### config.mk
export PLATFORM = sky130hd
export DESIGN_NAME = dmem_ahb_bridge
export DESIGN_NICKNAME = d
export VERILOG_FILES = /design/src/rtl/dmem_ahb_bridge.sv
export SDC_FILE = /design/constraint.sdc
export NUM_CORES = 1
export LEC_CHECK = 0
export CAP_MARGIN = 30
export CORE_ASPECT_RATIO = 0.7
export CORE_MARGIN = 2
export CORE_UTILIZATION = 55
export DETAILED_ROUTE_END_ITERATION = 10
export DONT_BUFFER_PORTS = 1
export GPL_ROUTABILITY_DRIVEN = 0
export GPL_TIMING_DRIVEN = 0
export HOLD_SLACK_MARGIN = 0.05
export PLACE_DENSITY = 0.7
export SLEW_MARGIN = 10
export SYNTH_ARGS = -nofsm -noshare
export SYNTH_HDL_FRONTEND = slang
export SYNTH_SLANG_ARGS = --single-unit
### constraint.sdc
create_clock -name clk -period 3.5 [get_ports clk]
set_input_delay 0.7 -clock clk [delete_from_list [all_inputs] [get_ports clk]]
set_output_delay 0.7 -clock clk [all_outputs]
set_load 0.01 [all_outputs]
### src/rtl/dmem_ahb_bridge.sv
// Single-outstanding bridge from the core dmem port to an AHB-Lite master.
// Each access becomes one SINGLE transfer; misaligned accesses are rejected locally.
module dmem_ahb_bridge #(
  parameter int XLEN   = 32,
  parameter int WCNT_W = 16
) (
  input  logic              clk,
  input  logic              rst,
  input  logic              dmem_req,
  input  logic              dmem_cmd,
  input  logic [1:0]        dmem_width,
  input  logic [XLEN-1:0]   dmem_addr,
  input  logic [XLEN-1:0]   dmem_wdata,
  output logic [XLEN-1:0]   dmem_rdata,
  output logic              dmem_resp,
  output logic [XLEN-1:0]   haddr,
  output logic [1:0]        htrans,
  output logic              hwrite,
  output logic [2:0]        hsize,
  output logic [2:0]        hburst,
  output logic [XLEN-1:0]   hwdata,
  input  logic [XLEN-1:0]   hrdata,
  input  logic              hready,
  input  logic              hresp,
  output logic              bus_err,
  output logic              misalign,
  output logic [XLEN-1:0]   err_addr,
  output logic [WCNT_W-1:0] wait_cnt
);

  typedef enum logic [1:0] {S_IDLE, S_ADDR, S_DATA, S_RESP} state_t;

  localparam logic [1:0] HTRANS_IDLE   = 2'b00;
  localparam logic [1:0] HTRANS_NONSEQ = 2'b10;

  state_t            state_q, state_d;
  logic [XLEN-1:0]   haddr_q, haddr_d;
  logic              hwrite_q, hwrite_d;
  logic [2:0]        hsize_q, hsize_d;
  logic [1:0]        htrans_q, htrans_d;
  logic [XLEN-1:0]   hwdata_q, hwdata_d;
  logic [XLEN-1:0]   wdata_q, wdata_d;
  logic              dmem_resp_q, dmem_resp_d;
  logic [XLEN-1:0]   dmem_rdata_q, dmem_rdata_d;
  logic              bus_err_q, bus_err_d;
  logic              misalign_q, misalign_d;
  logic [XLEN-1:0]   err_addr_q, err_addr_d;
  logic [WCNT_W-1:0] wait_cnt_q, wait_cnt_d;

  logic [1:0] width_n;
  logic       aligned;

  // Width 3 is handled exactly like a word access, including the bus size.
  assign width_n = (dmem_width == 2'd3) ? 2'd2 : dmem_width;
  assign aligned = (width_n == 2'd0) ||
                   ((width_n == 2'd1) && !dmem_addr[0]) ||
                   (dmem_addr[1:0] == 2'b00);

  always_comb begin
    state_d      = state_q;
    haddr_d      = haddr_q;
    hwrite_d     = hwrite_q;
    hsize_d      = hsize_q;
    htrans_d     = htrans_q;
    hwdata_d     = hwdata_q;
    wdata_d      = wdata_q;
    dmem_rdata_d = dmem_rdata_q;
    err_addr_d   = err_addr_q;
    wait_cnt_d   = wait_cnt_q;
    dmem_resp_d  = 1'b0;
    bus_err_d    = 1'b0;
    misalign_d   = 1'b0;

    unique case (state_q)
      S_IDLE: begin
        if (dmem_req) begin
          if (aligned) begin
            state_d  = S_ADDR;
            htrans_d = HTRANS_NONSEQ;
            haddr_d  = dmem_addr;
            hwrite_d = dmem_cmd;
            hsize_d  = {1'b0, width_n};
            wdata_d  = dmem_wdata;
          end else begin
            state_d      = S_RESP;
            dmem_resp_d  = 1'b1;
            misalign_d   = 1'b1;
            err_addr_d   = dmem_addr;
            dmem_rdata_d = '0;
          end
        end
      end

      S_ADDR: begin
        if (hready) begin
          state_d  = S_DATA;
          htrans_d = HTRANS_IDLE;
          unique case (hsize_q[1:0])
            2'd0:    hwdata_d = {4{wdata_q[7:0]}};
            2'd1:    hwdata_d = {2{wdata_q[15:0]}};
            default: hwdata_d = wdata_q;
          endcase
        end
      end

      S_DATA: begin
        if (!hready) begin
          if (wait_cnt_q != '1) wait_cnt_d = wait_cnt_q + 1'b1;
        end else begin
          state_d     = S_RESP;
          dmem_resp_d = 1'b1;
          if (hresp) begin
            dmem_rdata_d = '0;
            bus_err_d    = 1'b1;
            err_addr_d   = haddr_q;
          end else begin
            dmem_rdata_d = hwrite_q ? '0 : hrdata;
          end
        end
      end

      S_RESP: state_d = S_IDLE;

      default: state_d = S_IDLE;
    endcase
  end

  always_ff @(posedge clk or negedge rst) begin
    if (!rst) begin
      state_q      <= S_IDLE;
      haddr_q      <= '0;
      hwrite_q     <= 1'b0;
      hsize_q      <= '0;
      htrans_q     <= HTRANS_IDLE;
      hwdata_q     <= '0;
      wdata_q      <= '0;
      dmem_resp_q  <= 1'b0;
      dmem_rdata_q <= '0;
      bus_err_q    <= 1'b0;
      misalign_q   <= 1'b0;
      err_addr_q   <= '0;
      wait_cnt_q   <= '0;
    end else begin
      state_q      <= state_d;
      haddr_q      <= haddr_d;
      hwrite_q     <= hwrite_d;
      hsize_q      <= hsize_d;
      htrans_q     <= htrans_d;
      hwdata_q     <= hwdata_d;
      wdata_q      <= wdata_d;
      dmem_resp_q  <= dmem_resp_d;
      dmem_rdata_q <= dmem_rdata_d;
      bus_err_q    <= bus_err_d;
      misalign_q   <= misalign_d;
      err_addr_q   <= err_addr_d;
      wait_cnt_q   <= wait_cnt_d;
    end
  end

  assign haddr      = haddr_q;
  assign hwrite     = hwrite_q;
  assign hsize      = hsize_q;
  assign htrans     = htrans_q;
  assign hburst     = 3'b000;
  assign hwdata     = hwdata_q;
  assign dmem_resp  = dmem_resp_q;
  assign dmem_rdata = dmem_rdata_q;
  assign bus_err    = bus_err_q;
  assign misalign   = misalign_q;
  assign err_addr   = err_addr_q;
  assign wait_cnt   = wait_cnt_q;

endmodule

Word-level counts from Yosys, hierarchy flattened
Index checks and enable logic that the tools add are counted.
- input bits: 104
- RAM bits: 0
- latch bits: 0
- ROM bits: 0
- memories kept: 0
- register bits: 186
- equal/unequal tests: 13
- div/mod/pow operators: 0
- add/sub/neg operators: 1
- multiplexer cells: 30
- bitwise gates (word level): 1
- $mul: 0
- $lt $le $gt $ge: 0
- reduce and logical (&&, ||, !) cells: 17
- shift operators: 0
- operators with widths (kind ; number):
    32-bit two-way mux ; 9
    32-bit case mux with 2 select lines ; 3
    16-bit by 1-bit adder with 16-bit output, second input constant ; 1
    2-bit two-way mux ; 8
    16-bit inequality test, second input constant ; 1
    2-bit inequality test, second input constant ; 6
    3-bit AND reduction ; 3
    2-bit logical NOT ; 4
    2-bit case mux with 4 select lines ; 1
    4-bit AND reduction ; 2
    1-bit two-way mux ; 7
    2-bit by 1-bit equality test with 1-bit output, second input constant ; 3
    2-bit equality test, second input constant ; 3
    5-bit AND reduction ; 1
    2-bit case mux with 2 select lines ; 1
    2-bit nonzero test ; 2
    1-bit logical OR ; 2
    1-bit case mux with 2 select lines ; 1
    2-bit AND reduction ; 1
    1-bit logical AND ; 1
    1-bit logical NOT ; 1
    1-bit NOT ; 1

Depth between registers and ports, before layout
- depth after elaboration: 9
- depth in mapped cells: 8
- mapped depth without buffers: 6

Worst setup path after synthesis
OpenSTA, ideal clock, no wires.
- path kind: reg-to-reg
- start: reg state_q[0]
- end: reg err_addr_q[10], in the netlist err_addr[10]
- path slack: 1601 ps
- arrival: 1775 ps
- library setup time: 125 ps
- buffers on the path: 2
- cell stages (with the launch flop): 7
- path through: dfrtp_1 -> inv_1 -> ha_1 -> buf_4 -> clkbuf_1 -> mux2_2 -> mux2_2
- cells in the longest elaborated chain, start to end: 3
- elaborated cells on any way between the ends: 9
- classes of those cells: eq/ne: 5; mux: 1; reduce/logical: 3
- RTL lines (what ; line ; source):
    start: declaration ; 36 ; state_t state_q, state_d;
    start signal: assignment ; 144 ; state_q <= state_d;
    2-bit equality test or 2-bit logical NOT (tied branches) ; 74 ; unique case (state_q)
    2-bit inequality test (no source line) or 2-bit nonzero test (tied branches) ; -- ;
    5-bit AND reduction (no source line) ; -- ;
    end signal: assignment ; 155 ; err_addr_q <= err_addr_d;
    end: declaration ; 47 ; logic [XLEN-1:0] err_addr_q, err_addr_d;
Parallel ways exist; a longest one is shown, timed or not.
A chain may end at the register's enable or synchronous reset.

Worst setup path after layout
- start: reg state_q[0]
- end: reg err_addr_q[17], in the netlist err_addr[17]
Same word-level chain as after synthesis.

==> run summary <==
The number of standard cells after synthesis is between 600 and 700. Entering global routing, the biggest net connects 186 pins. TritonCTS built the clock tree.

The number of gates resized after cts is 0. The floorplan has 37 rows. The final reports fail on negative hold slack. At the pin with the least slew margin, the transition time is 0.822 ns.

The clock reaches the later pin of the worst-skew pair after 0.42 ns. No sink is reached through more buffers than the 2 on the longest clock path. The number of enable flip-flop cells after synthesis is 0.

The count of maximum capacitance violations is 0. The tightest min-delay check is of the in2async type. The final worst hold slack came out at -0.0269 ns. The total iterations of the first detailed-routing run is 5. For this run, the leading register cell type out of synthesis is dfrtp_1.

The H-tree was split into 4 levels. The number of buffers inserted by post-CTS setup repair came out at 0. Of all nets on the critical path, the largest fanout is 10. Leaving out fill and tap cells, the most frequent cells in the layout are dfrtp_1 (185), mux2_2 (131), nand2_1 (89). The worst voltage drop across the vdd grid came out at 550 µV. The tree is rooted in a clkbuf_16.

Dividing the final minimum period by the clock period gives 0.684. In this run the tool buffered the top-level ports with 0 buffer cells. The ratio of cells with drive above 1 in the final layout came out at 0.280. The total routing usage reported by global routing is 0.243. The filler cell count in the final layout came out at 1138. Clock-pin slew was measured on the worst setup and hold paths at around 0.07 ns. The sink count of the clock tree is 185.

For this design the static power due to leakage is between 4 and 5 nW. Leaving out fill and tap cells, the most frequent cell in the layout is dfrtp_1. The kind of end point of the critical path is a flop. The number of global-route vias before repair came out at 5158. After detailed routing, the average wire length per cell comes to 21.3 µm. The share of the Yosys chip area taken by registers is 0.569.

At the end of the flow, the number of nets in the layout was approximately 790. The synthesized netlist occupies a cell area of between 8000 and 9000 µm². Data on the critical path arrives at its endpoint at around 2.7 ns. Static timing analysis puts the maximum clock frequency at roughly 420 MHz.

The number of vias after detailed routing is 5003. STA classifies the critical path startpoint as a flop. The count of unresolved DRC violations after routing is 0.

The total count of max-transition violations in the final report came out at 0. The power density of the placed cells came out at 989 nW/µm². The first-pass GRT wire length came out at 29000 µm. Once detailed placement completed, the half-perimeter wirelength came to 14000 µm. The number of synthesized register bits is 185. The area of the placeable core came out at 14600 µm². The area growth from synthesis to final layout is 10.9%. In this run the horizontal extent of the chip is 149 µm. The number of setup violations in the final report is 0.

The number of buffers created by CTS is 17. The number of antenna violations at the first check in global routing was 1. The worst slew slack as a fraction of its limit came out at 0.452. Using the TritonRoute via totals, the vias-per-cell ratio works out to 5.63.

The iteration-0 DRC count of the detailed router came out at 224. After routing, the total negative slack on setup checks comes to 0 ns. The run finished, with violations left.

260 I/O pins were placed. The final worst slack came out at 1.11 ns. In this run the vertical extent of the chip is 106 µm. The critical path class is reg2reg. The count of nets left with antenna violations once routing finished came out at 0. The critical path data required time came out at 3.81 ns. The mean instance size in the synthesized netlist came out at around 12 µm². Prior to clock tree synthesis, the placed netlist has a worst setup slack of 1.11 ns.

The worst path needs approximately 2.4 ns of the cycle, external delays included. Summed over all layers, the global routing overflow is 0. Setup repair after global routing left no endpoint under its margin. For this configuration, the core starts out at a cell density of 0.558.

The number of warnings printed during yosys synthesis is 0. The cell depth of the worst flop-to-flop path came out at 6. The setup clock skew after layout came out at just under 0.01 ns.

The routed design has ~19000 µm of wire. The async set or reset register ratio after synthesis came out at 1.00. The die outline area is ~16000 µm². The final hold violation count came to 12.

Yosys mapped the design onto 42 distinct sky130hd cell types.
[power breakdown]
| group | leakage, nW | switching, W | internal, W |
|---|---|---|---|
| Sequential | 2.33 | 0.00118 | 0.00310 |
| Clock | 0.307 | 0.000795 | 0.00123 |
| Combinational | 1.59 | 0.00123 | 0.00139 |
[cell families (layout without fill, tap and decap cells)]
group	after synthesis	count (layout)	share of synthesized area
fa+ha+maj	5	5	0.00769
other cells	1	6	0.000461
mux	188	188	0.251
simple gates	139	139	0.0790
xor+xnor	13	13	0.0140
flops	185	185	0.569
buf+inv	74	105	0.0417
compound gates	52	52	0.0369
[registers in the layout (all words and copies together) (netlist names), 2 cells and up]
| signal | count |
|---|---|
| haddr | 32 |
| dmem_rdata | 32 |
| wait_cnt | 16 |
| hsize | 2 |
| hwdata | 32 |
| err_addr | 32 |
| state_q | 2 |
| wdata_q | 32 |
[layout make-up]
cell class,count,area [µm²],area share
Clock buffer,20,457,0.0506
Multi-Input combinational cell,402,3180,0.353
Buffer,39,208,0.0230
Tap cell,195,244,0.0270
Inverter,35,131,0.0146
Clock inverter,11,169,0.0187
Antenna cell,1,2.50,0.000277
Sequential cell,185,4630,0.513
[final timing paths]
| check | from | to | slack, ns |
|---|---|---|---|
| setup / recovery | state_q[0] | err_addr[17] | 1.11 |
| hold / removal | rst | hwdata[23] | -0.03 |
| setup reg to reg | state_q[0] | err_addr[17] | 1.11 |
| hold reg to reg | wdata_q[16] | wdata_q[16] | 0.51 |
| max in group asynchronous | rst | hwdata[0] | 2.98 |
| min in group clk | hrdata[9] | dmem_rdata[9] | 0.41 |
[worst max-delay path, cell delays in order (launching register included)]
cell and delay [ns]:
dfrtp_1 0.40, inv_1 0.11, ha_1 0.23, buf_4 0.21
clkbuf_1 0.64, mux2_2 0.42, mux2_2 0.26
[per-stage QoR]
step,power [W],hold slack (ns),cells,cell area [µm²],utilization
2_1_floorplan,0.00616,0.404,661,8150,-
3_3_place_gp,0.00677,0.407,856,8400,0.576
3_5_place_dp,0.00695,0.407,856,8400,0.576
4_1_cts,0.00901,-0.0471,887,9020,0.619
5_1_grt,0.00946,-0.0589,887,9020,0.619
6_report,0.00892,-0.0269,888,9020,0.619
[cells in the mapped netlist, types with 2 or more instances]
library cell | instances | area [µm²]
nand3_1 | 4 | 20.0
a21oi_1 | 11 | 55.1
a21o_1 | 2 | 15.0
nand2b_1 | 3 | 18.8
xor2_1 | 13 | 114
mux2_2 | 131 | 1480
nor4_1 | 5 | 31.3
dfrtp_1 | 185 | 4630
nor2_1 | 11 | 41.3
o21ai_0 | 28 | 140
nor3_1 | 7 | 35.0
inv_1 | 35 | 131
and3_1 | 4 | 25.0
clkbuf_1 | 14 | 52.6
buf_4 | 10 | 75.1
ha_1 | 5 | 62.6
mux2i_1 | 57 | 571
a31oi_1 | 2 | 12.5
nor2b_1 | 3 | 18.8
buf_2 | 13 | 65.1
nand2_1 | 89 | 334
and2_1 | 2 | 12.5
nand4_1 | 4 | 25.0
[per-layer routing]
layer,wire length [µm],global-route usage,vias to the layer above
met1,7550,0.308,2515
met2,9090,0.387,203
met4,288,0.0673,0
li1,-,-,2264
met5,0,0,-
met3,2000,0.0970,21
(Power assumes the default switching activity.)
